===== config.mk =====
export PLATFORM = sky130hd
export DESIGN_NAME = rv32im_csr_access_unit
export DESIGN_NICKNAME = d
export VERILOG_FILES = /design/src/rtl/rv32im_csr_access_unit.sv
export SDC_FILE = /design/constraint.sdc
export NUM_CORES = 1
export LEC_CHECK = 0
export CAP_MARGIN = 0
export CORE_UTILIZATION = 42
export CTS_CLUSTER_DIAMETER = 150
export DETAILED_ROUTE_END_ITERATION = 16
export PLACE_DENSITY = 0.77
export SLEW_MARGIN = 20
export SYNTH_ARGS = -nofsm -noshare
export SYNTH_HDL_FRONTEND = slang
export SYNTH_SLANG_ARGS = --single-unit

===== constraint.sdc =====
create_clock -name clk_i -period 1.57 [get_ports clk_i]
set_input_delay 0.157 -clock clk_i [delete_from_list [all_inputs] [get_ports clk_i]]
set_output_delay 0.157 -clock clk_i [all_outputs]
set_load 0.02 [all_outputs]

===== src/rtl/rv32im_csr_access_unit.sv =====
`default_nettype none
// ============================================================================
// Module      : rv32im_csr_access_unit
// Description : Read-modify-write sequencer for Zicsr instructions
//               (CSRRW/RS/RC/RWI/RSI/RCI). It sits between the execute stage
//               and rv32im_csr_regfile.
//
//               Flow: IDLE -> READ -> [WRITE] -> RESP -> IDLE.
//               A write is issued only when it is architecturally required.
//               The old CSR value is returned for writeback to rd.
//               Illegal accesses raise rsp_illegal_o and never write the
//               register file.
//
// Ports       : clk_i/rst_i      - clock, synchronous active-high reset
//               req_*            - decoded request (valid/ready handshake)
//               priv_mode_i      - current privilege level
//               csr_*            - register-file read/write strobes, address,
//                                  write data and combinational read data
//               rsp_*            - response to writeback (valid/ready handshake)
//
// Config      : `define CSR_ACCESS_PRIV_CHECK_EN to enable the privilege
//               check (addr[9:8] > priv_mode_i => illegal). When it is not
//               defined, priv_mode_i is ignored.
//
// Revision    : 1.0 - initial release
// ============================================================================
module rv32im_csr_access_unit #(
    parameter int XLEN   = 32,
    parameter int CSR_AW = 12
) (
    input  logic              clk_i,
    input  logic              rst_i,
    // request
    input  logic              req_valid_i,
    output logic              req_ready_o,
    input  logic [2:0]        req_funct3_i,
    input  logic [CSR_AW-1:0] req_csr_addr_i,
    input  logic [4:0]        req_rs1_idx_i,
    input  logic [XLEN-1:0]   req_rs1_val_i,
    input  logic [4:0]        req_rd_i,
    input  logic [1:0]        priv_mode_i,
    // register file
    output logic [CSR_AW-1:0] csr_addr_o,
    output logic              csr_read_en_o,
    input  logic [XLEN-1:0]   csr_rdata_i,
    output logic              csr_write_en_o,
    output logic [XLEN-1:0]   csr_wdata_o,
    // response
    output logic              rsp_valid_o,
    input  logic              rsp_ready_i,
    output logic [4:0]        rsp_rd_o,
    output logic [XLEN-1:0]   rsp_data_o,
    output logic              rsp_we_o,
    output logic              rsp_illegal_o
);

    // State encoding is fixed so it stays stable across tool versions.
    typedef enum logic [1:0] {
        ST_IDLE  = 2'd0,
        ST_READ  = 2'd1,
        ST_WRITE = 2'd2,
        ST_RESP  = 2'd3
    } state_t;

    // funct3[1:0] selects the operation; funct3[2] selects the immediate form.
    localparam logic [1:0] c_OP_BAD = 2'b00;
    localparam logic [1:0] c_OP_RW  = 2'b01;
    localparam logic [1:0] c_OP_RS  = 2'b10;
    localparam logic [1:0] c_OP_RC  = 2'b11;

    state_t            r_state;
    state_t            w_state_nxt;

    // Request fields latched at acceptance.
    logic [1:0]        r_op;
    logic [CSR_AW-1:0] r_addr;
    logic [XLEN-1:0]   r_operand;
    logic [4:0]        r_rd;
    logic              r_read_req;
    logic              r_write_req;
    logic              r_illegal;

    // Results of the READ cycle.
    logic [XLEN-1:0]   r_old;
    logic [XLEN-1:0]   r_new;

    // ------------------------------------------------------------------
    // Request decode (evaluated on the incoming request in IDLE)
    // ------------------------------------------------------------------
    logic              w_accept;
    logic [1:0]        w_op;
    logic              w_bad_funct3;
    logic [XLEN-1:0]   w_operand;
    logic              w_write_req;
    logic              w_read_req;
    logic              w_ro_bad;
    logic              w_priv_bad;
    logic              w_illegal;

    assign w_accept     = (r_state == ST_IDLE) && req_valid_i;
    assign w_op         = req_funct3_i[1:0];
    assign w_bad_funct3 = (w_op == c_OP_BAD);

    // Immediate forms use the rs1 field as a zero-extended 5-bit zimm.
    assign w_operand = req_funct3_i[2] ? {{(XLEN-5){1'b0}}, req_rs1_idx_i}
                                       : req_rs1_val_i;

    // Set/clear with a zero source (x0 or zimm=0) must not write, so
    // read-only CSRs can still be read with CSRRS rd, csr, x0.
    assign w_write_req = (w_op == c_OP_RW) || (req_rs1_idx_i != 5'd0);

    // CSRRW/CSRRWI with rd=x0 must not read, to avoid read side effects.
    assign w_read_req  = !((w_op == c_OP_RW) && (req_rd_i == 5'd0));

    // addr[11:10] == 2'b11 marks a read-only CSR.
    assign w_ro_bad    = w_write_req && (req_csr_addr_i[11:10] == 2'b11);

`ifdef CSR_ACCESS_PRIV_CHECK_EN
    // addr[9:8] encodes the lowest privilege allowed to access the CSR.
    assign w_priv_bad  = (req_csr_addr_i[9:8] > priv_mode_i);
`else
    logic w_unused_priv;
    assign w_unused_priv = ^priv_mode_i;
    assign w_priv_bad    = 1'b0;
`endif

    assign w_illegal = w_bad_funct3 || w_ro_bad || w_priv_bad;

    // ------------------------------------------------------------------
    // Read-modify-write datapath (valid in READ)
    // ------------------------------------------------------------------
    logic [XLEN-1:0] w_old_data;
    logic [XLEN-1:0] w_new_data;

    // A skipped read returns zero rather than whatever is on the bus.
    assign w_old_data = r_read_req ? csr_rdata_i : '0;

    always_comb begin
        w_new_data = r_operand;
        case (r_op)
            c_OP_RW: w_new_data = r_operand;
            c_OP_RS: w_new_data = w_old_data | r_operand;
            c_OP_RC: w_new_data = w_old_data & ~r_operand;
            default: w_new_data = r_operand;
        endcase
    end

    // ------------------------------------------------------------------
    // State and data registers
    // ------------------------------------------------------------------
    always_ff @(posedge clk_i) begin
        if (rst_i) begin
            r_state     <= ST_IDLE;
            r_op        <= c_OP_BAD;
            r_addr      <= '0;
            r_operand   <= '0;
            r_rd        <= 5'd0;
            r_read_req  <= 1'b0;
            r_write_req <= 1'b0;
            r_illegal   <= 1'b0;
            r_old       <= '0;
            r_new       <= '0;
        end else begin
            r_state <= w_state_nxt;
            if (w_accept) begin
                r_op        <= w_op;
                r_addr      <= req_csr_addr_i;
                r_operand   <= w_operand;
                r_rd        <= req_rd_i;
                r_read_req  <= w_read_req;
                r_write_req <= w_write_req;
                r_illegal   <= w_illegal;
                // Cleared here because an illegal funct3 bypasses READ.
                r_old       <= '0;
                r_new       <= '0;
            end
            if (r_state == ST_READ) begin
                // An illegal access never returns CSR contents.
                r_old <= r_illegal ? '0 : w_old_data;
                r_new <= w_new_data;
            end
        end
    end

    // ------------------------------------------------------------------
    // Next-state logic
    // ------------------------------------------------------------------
    always_comb begin
        w_state_nxt = r_state;
        case (r_state)
            ST_IDLE: begin
                if (req_valid_i) begin
                    w_state_nxt = w_bad_funct3 ? ST_RESP : ST_READ;
                end
            end
            ST_READ: begin
                w_state_nxt = (r_write_req && !r_illegal) ? ST_WRITE : ST_RESP;
            end
            ST_WRITE: begin
                w_state_nxt = ST_RESP;
            end
            ST_RESP: begin
                if (rsp_ready_i) begin
                    w_state_nxt = ST_IDLE;
                end
            end
            default: begin
                w_state_nxt = ST_IDLE;
            end
        endcase
    end

    // ------------------------------------------------------------------
    // Outputs: decoded from the state so that every output idles at zero
    // ------------------------------------------------------------------
    always_comb begin
        req_ready_o    = 1'b0;
        csr_addr_o     = '0;
        csr_read_en_o  = 1'b0;
        csr_write_en_o = 1'b0;
        csr_wdata_o    = '0;
        rsp_valid_o    = 1'b0;
        rsp_rd_o       = 5'd0;
        rsp_data_o     = '0;
        rsp_we_o       = 1'b0;
        rsp_illegal_o  = 1'b0;
        case (r_state)
            ST_IDLE: begin
                req_ready_o = 1'b1;
            end
            ST_READ: begin
                csr_addr_o    = r_addr;
                csr_read_en_o = r_read_req;
            end
            ST_WRITE: begin
                csr_addr_o     = r_addr;
                csr_write_en_o = 1'b1;
                csr_wdata_o    = r_new;
            end
            ST_RESP: begin
                rsp_valid_o   = 1'b1;
                rsp_rd_o      = r_rd;
                rsp_data_o    = r_old;
                rsp_we_o      = !r_illegal && (r_rd != 5'd0);
                rsp_illegal_o = r_illegal;
            end
            default: begin
                req_ready_o = 1'b0;
            end
        endcase
    end

endmodule
`default_nettype wire


# Word-level counts from Yosys, hierarchy flattened
# Index checks and enable logic that the tools add are counted.
dict set report totals {
  output_inout_bits 87
  word_cells 61
  register_bits 120
  inputBits 95
}
dict set report op_classes {
  n_reduce_logical 17
  eq_ne 9
  mux 22
  bitwise 3
}
# operator count
set ops {}
lappend ops {{32-bit two-way mux} 8}
lappend ops {{32-bit case mux with 2 select lines} 1}
lappend ops {{32-bit AND} 1}
lappend ops {{32-bit inverter} 1}
lappend ops {{32-bit OR} 1}
lappend ops {{12-bit two-way mux} 1}
lappend ops {{2-bit equality test (second input constant)} 5}
lappend ops {{5-bit nonzero test} 2}
lappend ops {{2-bit case mux with 4 select lines} 1}
lappend ops {{1-bit two-way mux} 7}
lappend ops {{2-bit two-way mux} 3}
lappend ops {{1-bit logical AND} 5}
lappend ops {{5-bit zero test} 1}
lappend ops {{5-bit two-way mux} 1}
lappend ops {{2-bit by 1-bit equality test with 1-bit output (second input constant)} 2}
lappend ops {{2-bit zero test} 2}
lappend ops {{2-bit != test (second input constant)} 2}
lappend ops {{1-bit zero test} 2}
lappend ops {{1-bit logical OR} 2}
lappend ops {{2-bit AND reduction} 1}
lappend ops {{2-bit nonzero test} 1}
lappend ops {{2-bit OR reduction} 1}

# Logic depth before layout (Yosys ltp)
dict set report logic_depth {
  depth_word 4
  mapped_depth 7
}

# Worst setup path before layout
# No wires, ideal clock.
dict set report synth_timing {
  path_kind {reg-to-output}
  from {reg r_state[1]}
  to {out rsp_we_o}
  t_arrival_ns 1.486
  n_path_buf 1
  path_stages_with_launch 4
  required_ns 1.413
  slack_ns -0.073
  path_cell_list {dfxtp_1 -> ha_1 -> clkbuf_1 -> nor3b_1}
}
dict set report synth_via {
  elab_chain_cells 2
}
# item line_no
set synth_lines {}
lappend synth_lines {{from (decl)} 71} ;# state_t r_state;
lappend synth_lines {{from (signal assigned)} 164} ;# r_state <= w_state_nxt;
lappend synth_lines {{2-bit equality test} 227} ;# case (r_state)
lappend synth_lines {{1-bit two-way mux} 227}
lappend synth_lines {{to (decl)} 53} ;# output logic rsp_we_o,
# No other way between the ends.

# Final worst setup path
dict set report layout_timing {
  from {reg r_state[0]}
  to {out rsp_data_o[31]}
}
dict set report layout_via {
  elab_chain_cells 2
}
# item line_no
set layout_lines {}
lappend layout_lines {{2-bit equality test} 227}
lappend layout_lines {{32-bit two-way mux} 227}
lappend layout_lines {{to (decl)} 52} ;# output logic [XLEN-1:0] rsp_data_o,
# No other way between the ends.

==> metrics.yaml <==
drt:
  drtPass1Iterations: 7
  first_iter_violations: 381
  vias: 5755
  routed_via_density: 5.642
  drc_errors: 0
  ant_nets: 0
  wl_per_cell_um: 19.94
  drt_wl_total_mm: 20.34
die:
  fp.dieH_um: 116.1
  die_w_um: 116.1
  core_sq_um: 12670
  row_count: 41
  start_util: 0.4317
  die_area_sq_um: 13490
  io_pins: 182
synthesis:
  yosysWarnings: 0
  synthAdderAreaFrac: 0.01144
  synth_xor_area_frac: 0
  syn-num-nets: 721
  seq_area_frac_synth: 0.4392
  syn-cell-area_sq_um: 5470
  muxShareOfSynthArea: 0.06221
  ys_types: 33
  synth_simple_gate_area_share: 0.2559
  synth_top_family_by_area: "simple AND/OR/NAND/NOR gates"
  netlist_instances: 621
  synth_compound_area_frac: 0.1729
  syn_area_per_cell_sq_um: 8.809
  synth_seq_cells: 120
timing:
  fmax_ghz: 0.5531
  rsz0062_at_grt: "true"
  finalSetupViolations: 152
  skew_ns: 0.006314
  hold_viol: 0
  hold_ws_ns: 0.1745
  finalMaxSlewViolations: 0
  fin_crit_ns: 1.808
  worst_pin_slew_ns: 0.4344
  setup_slack_ns: -0.2380
  slew_headroom: 0.7104
  tns_ns: -19.81
  finalCritPeriodShare: 1.152
place:
  portBuffers: 179
  dp_hpwl_mm: 11.44
  place_congestion: 0.8267
  dp.cells: 949
layout:
  finalNonFillerCells: 1020
  final_nets: 935
  area_growth_pct: 71.09
  drive_gt1_frac: 0.3550
  final_common_cell: "dfxtp_1"
  layout_common_cells: "116 x dfxtp_1, 102 x buf_6, 91 x clkdlybuf4s50_1"
  n_antenna_cell: 0
  multi_input_area_sq_um: 3112
  ff_latch_area_sq_um: 2412
  num-fill-cells: 846
global_routing:
  antenna_found_initial: 0
  grt_max_degree: 66
  grt.total_usage: 0.2820
  grt_pass1_wl_mm: 28.75
  grt_overflow: 0
  grt_pass1_vias: 5606
cts:
  cts_tree: "done"
  cts_max_level: 4
  clock_sinks: 120
  cts_buffer_depth: 2
  numCtsBuffers: 17
  clock_latency_ns: 0.41
  root_buffer: "clkbuf_16"
  clk_pin_slew_ns: 0.06
worst_setup_path:
  r2r_start: "r_state[1]"
  worst_ep_arrival_time_ns: 1.65
  r2r_end: "r_old[0]"
  critPathLaunchType: "flop"
  cpPeakStageDelay_ns: 0.38
  reg2reg_depth: 11
  crit_fanout: 11
  cp_slowest_cell: "dfxtp_4"
  end_kind: "output port"
  startpoint: "r_state[0]"
  cp-endpoint: "rsp_data_o[31]"
  worstSetupPathType: "reg -> out"
  cp_cell_sequence: "buf_6 -> ha_4 -> clkbuf_16 -> and2_1 -> buf_2"
  cp.required_ns: 1.41
  rrSetupSlack_ns: -0.21
power_and_ir_drop:
  power_density_nw_per_um2: 1512
  ir_drop_mv: 0.9556
  p_leak_nw: 3.722
status:
  failed_checks: "negative setup slack"
  status: "finished with violations"
flow_run:
  cap_viol_max_count: 0
hold_path:
  hold_class: "in -> reg"
[per-stage QoR]
step	power [W]	util	instance area [sq um]	worst slack (ns)
floorplan	0.005779	-	5478	0.01710
global placement	0.007345	0.6002	7605	-0.2163
detailed placement	0.007465	0.6002	7605	-0.2922
CTS	0.01314	0.6929	8780	-0.2082
global route	0.01460	0.7386	9359	-0.2791
finish	0.01415	0.7386	9359	-0.2380
[where the power goes]
| part | total [W] | switching [W] | internal [W] | leakage, nW |
|---|---|---|---|---|
| logic | 0.00635 | 0.00311 | 0.00324 | 2.45 |
| clock network | 0.00410 | 0.00140 | 0.00270 | 0.297 |
| registers | 0.00370 | 0.000280 | 0.00342 | 0.976 |
| total | 0.0141 | 0.00478 | 0.00936 | 3.72 |
[what timing repair did]
action | in CTS | in global routing
endpoints found under the setup margin | 164 | 160
hold buffers | 0 | 0
pin swaps | 54 | 43
cloned | 10 | 7
setup buffers | 15 | 13
gates resized for setup | 504 | 163
[state kept, by name, summed over array words and instances (netlist names)]
name         flops
r_new           32
r_op             2
r_read_req       1
r_addr          12
r_state          2
r_rd             5
r_operand       32
r_write_req      1
r_old           32
r_illegal        1
[layout make-up]
| class | count | share of cell area |
|---|---|---|
| timing repair buffer | 256 | 0.3164 |
| multi-input combinational | 436 | 0.3325 |
| inverter | 4 | 0.002406 |
| clock inverter | 10 | 0.01511 |
| clock buffer | 22 | 0.05281 |
| tap | 172 | 0.02299 |
| sequential | 120 | 0.2578 |
[worst max-delay path: cells and delay by family (launching register included)]
family | cells | cell delay, ns
buffers and inverters | 3 | 0.49
flip-flops | 1 | 0.38
adder cells (fa/ha/maj) | 1 | 0.22
AND/OR/NAND/NOR | 1 | 0.14
[worst min-delay path by stage]
stage                            startpoint        end  cells after the start  slack [ns]
after floorplan           req_csr_addr_i[0]  r_addr[0]                      2        0.29
final                                 rst_i    r_rd[3]                      2        0.17
after global placement            r_addr[4]  r_addr[4]                      2        0.44
after global routing                  rst_i    r_op[0]                      2        0.19
after CTS                             rst_i    r_rd[3]                      2        0.15
after detailed placement          r_addr[5]  r_addr[5]                      2        0.45
[Yosys cell counts (all sizes together)]
library cell  count  area (sq um)
a22o             30         262.8
a32o              2         20.02
nand3b           27         202.7
a211oi            8         60.06
mux2i            34         340.3
nor2             45         168.9
nand2            68         255.2
nor3b             2         15.01
dfxtp           120          2402
o21bai            1         7.510
a311oi            2         17.52
inv               4         15.01
o21ai             1         5.000
a211o             1         8.760
o31a              1         8.760
nor3              3         26.28
and2             85         531.8
nand3            29         145.1
a31o              2         17.52
a31oi             1         6.260
ha                5         62.56
o221a             1         11.26
buf              39         221.5
clkbuf           22         82.58
nor2b             4         25.02
a32oi            32         280.3
and2b             2         15.01
a21oi            48         240.2
or4               2         15.01
[kinds of logic after synthesis]
family,after synthesis
compound gates,130
fa+ha+maj,5
buf+inv,65
flops,120
mux,34
simple gates,267
[layer usage]
| layer | GRT usage | part of all wire |
|---|---|---|
| met1 | 0.3256 | 0.40 |
| met2 | 0.4921 | 0.50 |
| met3 | 0.07628 | 0.076 |
| met4 | 0.1188 | 0.027 |
| met5 | 0 | 0 |
No activity file was read; power rests on OpenSTA's default activity.
